`src/rtl/promfetch.sv`:
```
// Program-ROM fetch sequencer: issues bus-sampler requests, queues returned word
// addresses, reads them from backing memory and strobes each word out. Optional
// one-entry hit cache is enabled by defining PROMFETCH_HITCACHE_EN.
module promfetch #(
    parameter logic [22:0] BASE = 23'h000000
) (
    input  logic        clk,
    input  logic        rst,
    input  logic        run,
    input  logic        flush,
    output logic        a68kreq,
    input  logic [18:0] a68kaddr,
    input  logic        a68kack,
    output logic        memreq,
    output logic [22:0] memaddr,
    input  logic        memack,
    input  logic [15:0] memdata,
    output logic [15:0] dout,
    output logic        dvalid,
    output logic [1:0]  qcount
);

    typedef enum logic [1:0] {IDLE, FETCH, DELIVER} state_t;

    state_t      state, state_nxt;
    logic        pending;
    logic        drop;
    logic [18:0] fifo0, fifo1;
    logic [22:0] head_addr;
    logic        issue, push, pop, miss_pop;
    logic        mem_done, fetch_done, deliver;
    logic [15:0] ret_data;

    assign head_addr = BASE + {3'b000, fifo0, 1'b0};
    assign issue     = run && !pending && (qcount != 2'd2) && !flush && !a68kreq;
    assign push      = a68kack && pending && !flush;
    assign pop       = (state == IDLE) && (qcount != 2'd0) && !flush;
    assign mem_done  = (state == FETCH) && memreq && memack;
    // A result is discarded if a flush arrived at any point during its fetch.
    assign deliver   = fetch_done && !drop && !flush;

`ifdef PROMFETCH_HITCACHE_EN
    logic        cache_valid;
    logic        hit_pend;
    logic [22:0] cache_addr;
    logic [15:0] cache_data;
    logic        cache_hit;

    assign cache_hit  = cache_valid && (cache_addr == head_addr);
    assign miss_pop   = pop && !cache_hit;
    assign fetch_done = (state == FETCH) && (hit_pend || (memreq && memack));
    assign ret_data   = hit_pend ? cache_data : memdata;

    always_ff @(posedge clk or posedge rst) begin
        if (rst) begin
            cache_valid <= 1'b0;
            cache_addr  <= '0;
            cache_data  <= '0;
            hit_pend    <= 1'b0;
        end else begin
            if (flush) begin
                cache_valid <= 1'b0;
            end else if (mem_done && !drop) begin
                cache_valid <= 1'b1;
                cache_addr  <= memaddr;
                cache_data  <= memdata;
            end
            if (pop && cache_hit) begin
                hit_pend <= 1'b1;
            end else if (fetch_done) begin
                hit_pend <= 1'b0;
            end
        end
    end
`else
    assign miss_pop   = pop;
    assign fetch_done = mem_done;
    assign ret_data   = memdata;
`endif

    always_comb begin
        state_nxt = state;
        case (state)
            IDLE:    if (pop) state_nxt = FETCH;
            FETCH:   if (fetch_done) state_nxt = deliver ? DELIVER : IDLE;
            DELIVER: state_nxt = IDLE;
            default: state_nxt = IDLE;
        endcase
    end

    always_ff @(posedge clk or posedge rst) begin
        if (rst) begin
            state   <= IDLE;
            a68kreq <= 1'b0;
            pending <= 1'b0;
            drop    <= 1'b0;
            fifo0   <= '0;
            fifo1   <= '0;
            qcount  <= 2'd0;
            memreq  <= 1'b0;
            memaddr <= '0;
            dout    <= '0;
            dvalid  <= 1'b0;
        end else begin
            state   <= state_nxt;
            a68kreq <= issue;

            if (flush) begin
                pending <= 1'b0;
            end else if (issue) begin
                pending <= 1'b1;
            end else if (push) begin
                pending <= 1'b0;
            end

            // Push with pop only happens at occupancy 1, so the new entry becomes head.
            if (flush) begin
                qcount <= 2'd0;
            end else if (push && !pop) begin
                qcount <= qcount + 2'd1;
                if (qcount == 2'd0) fifo0 <= a68kaddr;
                else                fifo1 <= a68kaddr;
            end else if (pop && !push) begin
                qcount <= qcount - 2'd1;
                fifo0  <= fifo1;
            end else if (push && pop) begin
                fifo0 <= a68kaddr;
            end

            drop <= (state == FETCH) && !fetch_done && (drop || flush);

            if (pop) begin
                memaddr <= head_addr;
            end
            if (miss_pop) begin
                memreq <= 1'b1;
            end else if (mem_done) begin
                memreq <= 1'b0;
            end

            dvalid <= deliver;
            if (deliver) begin
                dout <= ret_data;
            end
        end
    end

endmodule
```
`config.mk`:
```
export PLATFORM = sky130hd
export DESIGN_NAME = promfetch
export DESIGN_NICKNAME = d
export VERILOG_FILES = /design/src/rtl/promfetch.sv
export SDC_FILE = /design/constraint.sdc
export NUM_CORES = 1
export LEC_CHECK = 0
export BUFFER_PORTS_ARGS = -buffer_cell sky130_fd_sc_hd__buf_4
export CAP_MARGIN = 20
export CORE_ASPECT_RATIO = 1.2
export CORE_UTILIZATION = 47
export CTS_BUF_LIST = sky130_fd_sc_hd__clkbuf_4 sky130_fd_sc_hd__clkbuf_8 sky130_fd_sc_hd__clkbuf_16
export DETAILED_ROUTE_END_ITERATION = 10
export PLACE_DENSITY = 0.75
export REMOVE_ABC_BUFFERS = 1
export SLEW_MARGIN = 25
export SYNTH_ARGS = -nofsm -noshare
export SYNTH_HDL_FRONTEND = slang
export SYNTH_SLANG_ARGS = --single-unit
```
`constraint.sdc`:
```
create_clock -name clk -period 2.7 [get_ports clk]
set_clock_uncertainty 0.05 [all_clocks]
set_input_delay 0.405 -clock clk [delete_from_list [all_inputs] [get_ports clk]]
set_output_delay 0.405 -clock clk [all_outputs]
set_load 0.01 [all_outputs]
```
### Word level (Yosys, flattened, before mapping)

Cells that the tools add are included.
W data, S select, Z words.

| storage, ports and cells | value |
|---|---|
| output and inout port bits | 44 |
| bits of input ports | 41 |
| register bits | 82 |

| cells by class | value |
|---|---|
| $add $sub $neg | 2 |
| mux-type cells | 16 |
| equal/unequal tests | 5 |
| bitwise logic cells | 2 |
| reduce and logical (&&, ||, !) cells | 35 |

Operator list:

| operator | count |
|---|---|
| $mux W19 | 4 |
| $logic_and A1 B1 Y1 | 17 |
| $mux W2 | 6 |
| $reduce_bool A3 Y1 | 3 |
| $logic_not A1 Y1 | 7 |
| $ne A2 B2 Y1 const B | 3 |
| $reduce_and A3 Y1 | 2 |
| $mux W1 | 5 |
| $logic_not A2 Y1 | 2 |
| $pmux W2 S2 | 1 |
| $reduce_bool A2 Y1 | 2 |
| $add A2 B1 Y2 const B | 1 |
| $eq A2 B1 Y1 const B | 1 |
| $ne A2 B1 Y1 const B | 1 |
| $not A1 Y1 | 2 |
| $reduce_and A2 Y1 | 1 |
| $sub A2 B1 Y2 const B | 1 |
| $logic_or A1 B1 Y1 | 1 |

### Logic depth before layout (Yosys ltp)

| logic depth | value |
|---|---|
| word-level depth | 8 |
| gate-level depth with buffers | 5 |

### Worst setup path after synthesis

No wires, ideal clock.

| timing path | value |
|---|---|
| kind | input port to flip-flop |
| start point | input port flush |
| end point | register fifo1[0] |
| path slack | 993 ps |
| stages on the path | 5 |
| library setup time | 127 ps |
| path buffers | 2 |
| arrival time | 1,530 ps |
| required time | 2,523 ps |
| cells stage by stage | buf_6 nand3b_4 nor3_4 buf_6 mux2_1 |

| on the way | value |
|---|---|
| word-level cells in the longest chain between the ends | 5 |
| elaborated cells on any way between the ends | 7 |
| classes of those cells | 1 x bitwise; 6 x reduce/logical |

RTL lines:

| item | line | source |
|---|---|---|
| start, declared | 10 | `input logic flush,` |
| $logic_not A1 Y1 | 36, 37 |  |
| $logic_and A1 B1 Y1 | 37 | `assign pop = (state == IDLE) && (qcount != 2'd0) && !flush;` |
| $logic_not A1 Y1 | 119 | `end else if (push && !pop) begin` |
| $logic_and A1 B1 Y1 | 119 |  |
| $reduce_and A3 Y1 (no source line) (*) | -- |  |
| end signal, assigned | 122 | `else fifo1 <= a68kaddr;` |
| end, declared | 28 | `logic [18:0] fifo0, fifo1;` |

Every way passes the cells marked *; elsewhere a longest branch is shown, timed or not.
A chain may end at the register's enable or synchronous reset.

### Worst setup path after layout

| timing path | value |
|---|---|
| start point | register state[0] |
| end point | register memaddr[3] |

| on the way | value |
|---|---|
| word-level cells in the longest chain between the ends | 3 |

RTL lines:

| item | line | source |
|---|---|---|
| start, declared | 25 | `state_t state, state_nxt;` |
| start signal, assigned | 105 | `state <= state_nxt;` |
| $logic_not A2 Y1 | 37 |  |
| $logic_and A1 B1 Y1 (2 in a row) | 37 |  |
| end signal, assigned | 133 | `memaddr <= head_addr;` |
| end, declared | 15 | `output logic [22:0] memaddr,` |

Every way passes these cells.

==> impl_metrics.py <==
metrics = {
    "setup_path": {
        "r2r_start": "state[0]$_DFFE_PP0P_",
        "crit_fanout": 15,
        "crit_family": "simple AND/OR/NAND/NOR gates",
        "critPathMaxStageDelay_ns": 0.44,
        "end_kind": "flip-flop",
        "worstSetupPathType": "flip-flop to flip-flop",
        "crit_buf_inv": 1,
        "worstPathRequired_ns": 2.88,
        "worstSetupStartpointType": "flip-flop",
        "path_cells": "or3_4 > nor2_2 > buf_12 > mux2_2",
        "crit_start": "state[0]$_DFFE_PP0P_",
        "cpMaxStageDelayCell": "dfrtp_1",
        "arrival_ns": 2.08,
    },
    "placement": {
        "hpwl_mm": 4.48,
        "portBuffers": 80,
        "gp_congestion": 0.724,
        "dpl_worst_slack_ns": 0.666,
    },
    "synthesis": {
        "ys_ff_latch": 82,
        "yosys.area.top_type": "dfrtp_1",
        "synthCells": 228,
        "syn-cell-area_um2": 3410,
        "synth_top_area_share_pct": 60.2,
        "synth_cell_types": 37,
        "synth_area_leaders": "dfrtp_1, mux2_2, o221a_2",
        "yosys_warnings": 0,
        "synth.yosys.seq_area_share_pct": 60.2,
        "syn_area_per_cell_um2": 14.9,
    },
    "power": {
        "switching_share_pct": 29.0,
        "peakVddDrop_mv": 0.402,
        "switching_power_uw": 1220,
        "clockPowerShare_pct": 22.0,
        "intPower_uw": 2980,
        "p_comb_share_pct": 31.4,
        "cellLeakagePower_uw": 0.00206,
        "power_frac_seq_pct": 46.6,
        "finalPower_uw": 4200,
        "powerDensity_nw_per_um2": 978,
    },
    "drt": {
        "drc": 0,
        "drt_iter0_drc": 111,
        "ant_nets": 0,
        "wirelength_mm": 6.63,
        "via_count": 2183,
        "drtPass1Iterations": 4,
        "via_per_inst": 5.40,
        "wl_per_cell_um": 16.4,
    },
    "clocking": {
        "clock-sinks": 82,
        "cts-root-buf": "clkbuf_8",
        "path_clk_slew_ns": 0.08,
        "cts_buffers": 9,
        "hold_buffers": 0,
        "worstSkewPairLatency_ns": 0.34,
        "cts-htree-levels": 3,
        "cts_setup_buffers": 0,
        "cts_resized": 0,
        "cts_tree": "built",
        "max-clock-path-buffers": 2,
    },
    "global_route": {
        "grt_util_all_layers_pct": 19.1,
        "grt_pass1_wl_mm": 10.7,
        "grt_overflow_total": 0,
        "antenna_found_initial": 0,
        "grt_start_max_net_pins": 43,
        "grt_pass1_vias": 2295,
    },
    "status": {
        "status": "finished, final reports clean",
    },
    "die": {
        "pin_count": 85,
        "start_util_pct": 49.1,
        "dieWidth_um": 79.7,
        "die_y_um": 95.3,
        "coreArea_um2": 6940,
        "die_area_um2": 7590,
        "core.rowCount": 33,
    },
    "timing": {
        "fmax_mhz": 526,
        "tightest_slew_ns": 0.861,
        "maxSlewViolCount": 0,
        "setup_viol": 0,
        "slew_headroom_pct": 42.6,
        "post-route-period-util_pct": 70.4,
        "hold_viol_final": 0,
        "holdWs_ns": 0.0929,
        "finalCriticalPeriod_ns": 1.90,
        "rsz0062_at_grt": "false",
        "setup_ws_ns": 0.798,
        "tns_ns": 0,
    },
    "min_path": {
        "hold_class": "input pin to async pin",
    },
    "cells_and_area": {
        "area_growth_pct": 26.2,
        "drive_gt1_share_pct": 54.6,
        "nets": 353,
        "n_antenna_cell": 0,
    },
    "job": {
        "drv_cap": 0,
    },
}
-- state kept, by name, summed over array words and instances (netlist names) --
register  flops
fifo0        19
memreq        1
memaddr      19
dout         16
qcount        2
a68kreq       1
state         2
fifo1        19
pending       1
dvalid        1
drop          1
-- kinds of logic after synthesis --
kind of cell	share of synthesized area, %
simple gates	8.81
mux	18.8
other cells	0.110
buf+inv	3.27
compound gates	8.78
flops	60.2
-- power groups by stage --
stage / Combinational, uW / Clock, uW / Sequential [uW]
after CTS: 1340 / 947 / 1960
after detailed placement: 1340 / 0 / 1990
final: 1320 / 925 / 1960
after floorplan: 610 / 0 / 2050
after global placement: 1300 / 0 / 1970
after global routing: 1430 / 988 / 2020
-- final cells by class --
type	count	area, um^2
Inverter	4	16.3
Clock inverter	5	61.3
Fill cell	575	2640
Timing Repair Buffer	83	648
Clock buffer	11	151
Sequential cell	82	2050
Multi-Input combinational cell	132	1260
Tap cell	87	109
-- stage by stage --
stage / instance area, um^2 / utilization (%) / instances
after floorplan: 3320 / - / 218
after global placement: 4080 / 58.9 / 388
after detailed placement: 4090 / 58.9 / 388
after CTS: 4300 / 62.0 / 404
after global routing: 4300 / 62.0 / 404
final: 4300 / 62.0 / 404
-- cells in the mapped netlist (all sizes together) --
master / count
mux2i: 2
a21boi: 1
a21o: 1
o211ai: 1
a21oi: 1
nand4: 1
nor3: 2
nor4b: 1
dfrtp: 82
buf: 11
o221a: 19
clkbuf: 2
and2b: 1
mux2: 54
nor2: 5
or3: 20
o21a: 1
o21ai: 3
inv: 4
and3b: 1
nand2: 3
nor3b: 3
o21bai: 2
nand3: 1
or2: 2
conb: 1
a211o: 1
nand3b: 1
a211oi: 1
-- metal layers --
metal | share of wire (%) | GRT usage [%] | up-vias
met2 | 51 | 30.2 | 49
met5 | 0 | 0 | -
li1 | - | - | 1009
met4 | 2.8 | 12.9 | 0
met3 | 3.6 | 3.44 | 13
met1 | 43 | 23.8 | 1112
-- cells in the final DEF (no fill, tap or decap), drive strengths merged --
cell type,count
conb,4
inv,4
a21boi,1
nor3b,3
nand4,1
a21oi,1
o211ai,1
nor2,5
nor3,2
or3,20
mux2,54
and2b,1
o21bai,2
bufinv,1
a211o,1
clkinv,4
mux2i,2
or2,2
clkbuf,11
o21ai,3
nand3b,1
dfrtp,82
a211oi,1
nand3,1
o221a,19
o21a,1
a21o,1
nor4b,1
buf,83
nand2,3
and3b,1
-- worst paths after layout --
path	slack (ns)	cells after the start	end
max in group asynchronous	1.84	3	fifo1[9]$_DFFE_PP0P_
worst max register to register	0.80	4	memaddr[3]$_DFFE_PP0P_
worst max-delay path	0.80	4	memaddr[3]$_DFFE_PP0P_
worst min register to register	0.43	1	fifo1[8]$_DFFE_PP0P_
min in group clk	0.22	2	dout[14]$_DFFE_PP0P_
worst min-delay path	0.09	2	pending$_DFFE_PP0P_
-- worst register-to-register path: cells and delay by family (launching register included) --
kind	cells	cell delay [ns]
buf+inv	1	0.21
flops	1	0.44
mux	1	0.35
simple gates	2	0.75
No activity file was read; power rests on OpenSTA's default activity.
